`src/rtl/serial_subtractor.sv`:
```
// serial_subtractor: bit-serial two's-complement subtractor, diff = a - b.
// One full-subtractor cell with a registered borrow processes one bit per clock,
// LSB first. A run takes WIDTH cycles from the accepting edge to the done pulse.
// Optional feature: define SERIAL_SUB_OVF_EN to add the registered signed
// overflow output ovf.
module serial_subtractor #(
    parameter int unsigned WIDTH = 8
) (
    input  logic             clk,
    input  logic             rst_n,
    input  logic             start,
    input  logic [WIDTH-1:0] a,
    input  logic [WIDTH-1:0] b,
    output logic             busy,
    output logic             done,
    output logic [WIDTH-1:0] diff,
    output logic             bout
`ifdef SERIAL_SUB_OVF_EN
    ,
    output logic             ovf
`endif
);

    localparam int unsigned CntW = $clog2(WIDTH) + 1;

    typedef enum logic [1:0] {
        StIdle,
        StShift,
        StDone
    } state_e;

    state_e            state_q;
    logic [CntW-1:0]   cnt_q;
    logic [WIDTH-1:0]  a_q;
    logic [WIDTH-1:0]  b_q;
    logic [WIDTH-1:0]  res_q;
    logic              br_q;
    logic              busy_q;
    logic              done_q;
    logic              bout_q;
`ifdef SERIAL_SUB_OVF_EN
    logic              ovf_q;
`endif

    logic              x;
    logic              y;
    logic              d_bit;
    logic              br_nxt;
    logic              last_bit;

    // Full-subtractor cell on the current LSBs plus the stored borrow.
    always_comb begin
        x        = a_q[0];
        y        = b_q[0];
        d_bit    = x ^ y ^ br_q;
        br_nxt   = (~x & y) | (~(x ^ y) & br_q);
        last_bit = (cnt_q == CntW'(WIDTH - 1));
    end

    // Sequencer and datapath; a run always passes back through idle after done.
    always_ff @(posedge clk or negedge rst_n) begin
        if (!rst_n) begin
            state_q <= StIdle;
            cnt_q   <= '0;
            a_q     <= '0;
            b_q     <= '0;
            res_q   <= '0;
            br_q    <= 1'b0;
            busy_q  <= 1'b0;
            done_q  <= 1'b0;
            bout_q  <= 1'b0;
`ifdef SERIAL_SUB_OVF_EN
            ovf_q   <= 1'b0;
`endif
        end else begin
            unique case (state_q)
                StIdle: begin
                    done_q <= 1'b0;
                    if (start) begin
                        a_q     <= a;
                        b_q     <= b;
                        br_q    <= 1'b0;
                        cnt_q   <= '0;
                        busy_q  <= 1'b1;
                        state_q <= StShift;
                    end
                end
                StShift: begin
                    a_q   <= a_q >> 1;
                    b_q   <= b_q >> 1;
                    res_q <= {d_bit, res_q[WIDTH-1:1]};
                    br_q  <= br_nxt;
                    cnt_q <= cnt_q + CntW'(1);
                    if (last_bit) begin
                        bout_q  <= br_nxt;
`ifdef SERIAL_SUB_OVF_EN
                        // Borrow into the MSB differs from borrow out: signed overflow.
                        ovf_q   <= br_q ^ br_nxt;
`endif
                        busy_q  <= 1'b0;
                        done_q  <= 1'b1;
                        state_q <= StDone;
                    end
                end
                StDone: begin
                    done_q  <= 1'b0;
                    state_q <= StIdle;
                end
                default: begin
                    busy_q  <= 1'b0;
                    done_q  <= 1'b0;
                    state_q <= StIdle;
                end
            endcase
        end
    end

    // All outputs come straight from registers.
    always_comb begin
        busy = busy_q;
        done = done_q;
        diff = res_q;
        bout = bout_q;
`ifdef SERIAL_SUB_OVF_EN
        ovf  = ovf_q;
`endif
    end

endmodule

```
`config.mk`:
```
export PLATFORM = sky130hd
export DESIGN_NAME = serial_subtractor
export DESIGN_NICKNAME = d
export VERILOG_FILES = /design/src/rtl/serial_subtractor.sv
export SDC_FILE = /design/constraint.sdc
export NUM_CORES = 1
export LEC_CHECK = 0
export ABC_AREA = 1
export CAP_MARGIN = 10
export CORE_MARGIN = 2
export CORE_UTILIZATION = 34
export CTS_BUF_LIST = sky130_fd_sc_hd__clkbuf_2
export CTS_CLUSTER_DIAMETER = 200
export DETAILED_ROUTE_END_ITERATION = 10
export GPL_ROUTABILITY_DRIVEN = 0
export SLEW_MARGIN = 30
export SYNTH_ARGS = -nofsm -noshare
export SYNTH_HDL_FRONTEND = slang
export SYNTH_SLANG_ARGS = --single-unit
```
`constraint.sdc`:
```
create_clock -name clk -period 1.3 [get_ports clk]
set_input_delay 0.26 -clock clk [delete_from_list [all_inputs] [get_ports clk]]
set_output_delay 0.26 -clock clk [all_outputs]
set_load 0.02 [all_outputs]
```
==> results list <==
- Measured against its own limit, the worst slew margin works out to 80.2%.
- Data on the critical path arrives at its endpoint at 1470 ps.
- Final min period: 1210 ps
* DRC marker count from the first detailed-route iteration: 72
* Via density: 4.79
- Max cap viols: 0
- The number of global-route vias before repair is 1220.
- Registers take 852 µm².
* Placed Instance Area: 1860 µm²
* Worst voltage drop across the vdd grid: 0.000798 V
- Setup repair after global routing left no endpoint under its margin.
- The Yosys step of the flow raised 0 warnings.
- The clock net in this run drives a total of 34 sinks.
- Synthesis instantiated 16 different standard cells from the library.
- STA classifies the critical path endpoint as a flip-flop.
* Count of vias placed by the detailed router: 1255
* Final global-route overflow total: 0
- The filler cells instantiated in the layout total 444.
- The first TritonRoute pass finished after 4 iterations.
- 30 I/O pins were placed.
- Layout overhead on the synthesized area: 26.9%
- Of the cells placed in the final design, the portion with a size suffix greater than 1 is 16.7%.
- Data on the critical path is required at its endpoint by 1550 ps.
* LEAKAGE: 0.967 nW
- Area taken by multi-input logic gates: 527 µm²
- Among cell families on the critical path, the largest total delay comes from adder cells.
- The die is 70.2 µm tall.
* Pin count of the biggest net entering global routing: 35
* Summed instance area of the synthesized netlist: 1490 µm²
- Final hold violations: 0
- Counting flops and latches in the post-synthesis netlist gives 34.
- Final routed wirelength across all metal layers: 2.92 mm
- After layout, the worst path uses 93.2% of the clock period.
* Synthesized instance count: 171
- Across all register-to-register paths, the minimum setup slack is 90 ps.
- Slowest stage cell on the critical path: sky130_fd_sc_hd__fa_1
* Final net count: 231
- The clock passes through at most 2 buffers.
* Mean instance size in the synthesized netlist: 8.71 µm²
- Once detail routing completed, the nets flagged for antenna violations numbered 0.
- On the final layout, the worst hold slack is 252 ps.
- Worst path max stage delay: 520 ps
- After clock tree synthesis, the flow added hold-fix buffers numbering 0.
- Category of the critical setup timing path: reg2reg
* Number of nets in the synthesized netlist: 192
* CTS HTree Levels: 2
- # diodes: 0
- Buffers inserted during clock tree synthesis total 5.
* Startpoint type of the worst setup path: flip-flop
* First-pass GRT wire length: 5.21 mm
- Power density relative to cell area: 2150 nW/µm²
* Placement Rows: 24
- Derived from the worst setup path, the maximum achievable clock frequency is 0.826 GHz.
* Worst clock skew: 8.29 ps
* Worst Tran Pin Value: 297 ps
* Slew Viols, Final: 0
- At the later pin of the worst-skew pair, clock insertion delay measures 360 ps.
* Share of the yosys chip area belonging to registers: 57.1%
* Routed length per placed instance: 11.1 µm
- Post-route DRC violation count: 0
- CTS clk-pin slew, worst paths: 160 ps
- Maximum fanout along the worst path: 2
* Starting Density: 34.7%
- Design area: 1890 µm²
- Counting both buffers and inverters, the worst setup path holds a total of 0.
- Port buffering added 29 buffers.
- CTS root buf: sky130_fd_sc_hd__clkbuf_2
- Type of the most critical hold path: in2async
* Floorplan core area: 4290 µm²
- The floorplan step defined a die boundary enclosing 4930 µm².
* Cell-by-cell listing of the critical path: fa_1, nand2_1, o21ai_0
* TritonCTS clock tree: yes
- Chip width: 70.2 µm
- Final number of setup-violating endpoints: 0
* Combined global-route utilization of all metal layers: 13.5%
* Post-DP HPWL: 1.88 mm
- The number of antenna violations at the first check in global routing was 0.
- After routing, the total negative slack on setup checks comes to 0 ps.
- Outcome: completed
==> cells in the mapped netlist <==
cell type,number,area share (%)
sky130_fd_sc_hd__a21oi_1,1,0.34
sky130_fd_sc_hd__o22ai_1,1,0.42
sky130_fd_sc_hd__nand3_1,37,12
sky130_fd_sc_hd__nand4_1,1,0.42
sky130_fd_sc_hd__buf_2,6,2.0
sky130_fd_sc_hd__buf_6,3,2.3
sky130_fd_sc_hd__nor2_2,1,0.42
sky130_fd_sc_hd__nand3b_1,1,0.50
sky130_fd_sc_hd__nor2_1,5,1.3
sky130_fd_sc_hd__o21ai_0,9,3.0
sky130_fd_sc_hd__fa_1,1,1.3
sky130_fd_sc_hd__dfrtp_1,34,57
sky130_fd_sc_hd__inv_1,10,2.5
sky130_fd_sc_hd__nand2_1,57,14
sky130_fd_sc_hd__inv_2,3,0.76
sky130_fd_sc_hd__ha_1,1,0.84
==> power by group <==
group | switching [W] | internal [W] | leakage [nW]
combinational | 0.00106 | 0.000769 | 0.504
sequential | 0.000257 | 0.00150 | 0.434
clock | 0.000323 | 0.000140 | 0.0291
total | 0.00164 | 0.00241 | 0.967
==> repair_timing <==
item	CTS	global route
buffers inserted	5	2
endpoints found under the setup margin	11	6
pin swaps	0	0
resized for setup	39	6
==> cell type report <==
cell class	count	area share [%]
flip-flops and latches	34	45.1
multi-input cells	115	27.9
repair buffers	41	19.2
well taps	52	3.44
inverters	13	2.58
clock buffers	7	1.85
==> metal layers <==
| metal | share of wire (%) | track usage (%) | wire length (µm) |
|---|---|---|---|
| met5 | 0 | 0 | 0 |
| met4 | 1.6 | 7.05 | 47 |
| met3 | 4.5 | 3.46 | 132 |
| met2 | 46 | 20.3 | 1350 |
| met1 | 48 | 17.8 | 1390 |
==> worst reg2reg max path: cells and delay by family, from the launching register on <==
kind	cells	cell delay [ps]
adder cells (fa/ha/maj)	1	520
flip-flops	1	430
AND/OR/NAND/NOR	1	80
AO/OA/AOI/OAI	1	70
==> state kept, by name, summed over array words and instances (netlist names) <==
signal   flops
diff         8
state_q      2
busy         1
b_q          8
bout         1
cnt_q        4
br_q         1
a_q          8
done         1
==> cell families (layout without fill, tap and decap cells) <==
logic type,count (synthesis),in the layout,synth area share (%)
AO/OA/AOI/OAI,11,11,3.78
adder cells (fa/ha/maj),2,2,2.18
buffers and inverters,22,61,7.56
flip-flops,34,34,57.1
AND/OR/NAND/NOR,102,102,29.4
==> through the flow <==
stage | power [W] | instances | setup slack [ps] | util [%]
after floorplan | 0.00300 | 171 | 215 | -
after global placement | 0.00362 | 248 | -34.9 | 43.2
after detailed placement | 0.00365 | 248 | -50.3 | 43.2
after CTS | 0.00412 | 260 | 0.174 | 44.4
after global routing | 0.00444 | 262 | 27.6 | 44.0
final | 0.00406 | 262 | 88.8 | 44.0
==> worst paths after layout <==
path / from / endpoint / cells after the start
setup reg to reg: a_q[0] / diff[7] / 3
setup / recovery: a_q[0] / diff[7] / 3
hold / removal: rst_n / done / 2
hold reg to reg: a_q[3] / a_q[2] / 2
min in group clk: b[7] / b_q[7] / 3
max in group asynchronous: rst_n / cnt_q[0] / 2
==> placed cells by master, fill, tap and decap left out <==
cell / count
sky130_fd_sc_hd__nor2_1: 5
sky130_fd_sc_hd__inv_1: 10
sky130_fd_sc_hd__buf_4: 9
sky130_fd_sc_hd__clkdlybuf4s50_1: 18
sky130_fd_sc_hd__nand4_1: 1
sky130_fd_sc_hd__inv_2: 3
sky130_fd_sc_hd__buf_12: 3
sky130_fd_sc_hd__nor2_2: 1
sky130_fd_sc_hd__nand3b_1: 1
sky130_fd_sc_hd__buf_2: 11
sky130_fd_sc_hd__ha_1: 1
sky130_fd_sc_hd__o22ai_1: 1
sky130_fd_sc_hd__a21oi_1: 1
sky130_fd_sc_hd__dfrtp_1: 33
sky130_fd_sc_hd__fa_1: 1
sky130_fd_sc_hd__nand3_1: 37
sky130_fd_sc_hd__clkbuf_2: 7
sky130_fd_sc_hd__o21ai_0: 9
sky130_fd_sc_hd__dfrtp_2: 1
sky130_fd_sc_hd__nand2_1: 57
Power figures use the tool's default switching activity.
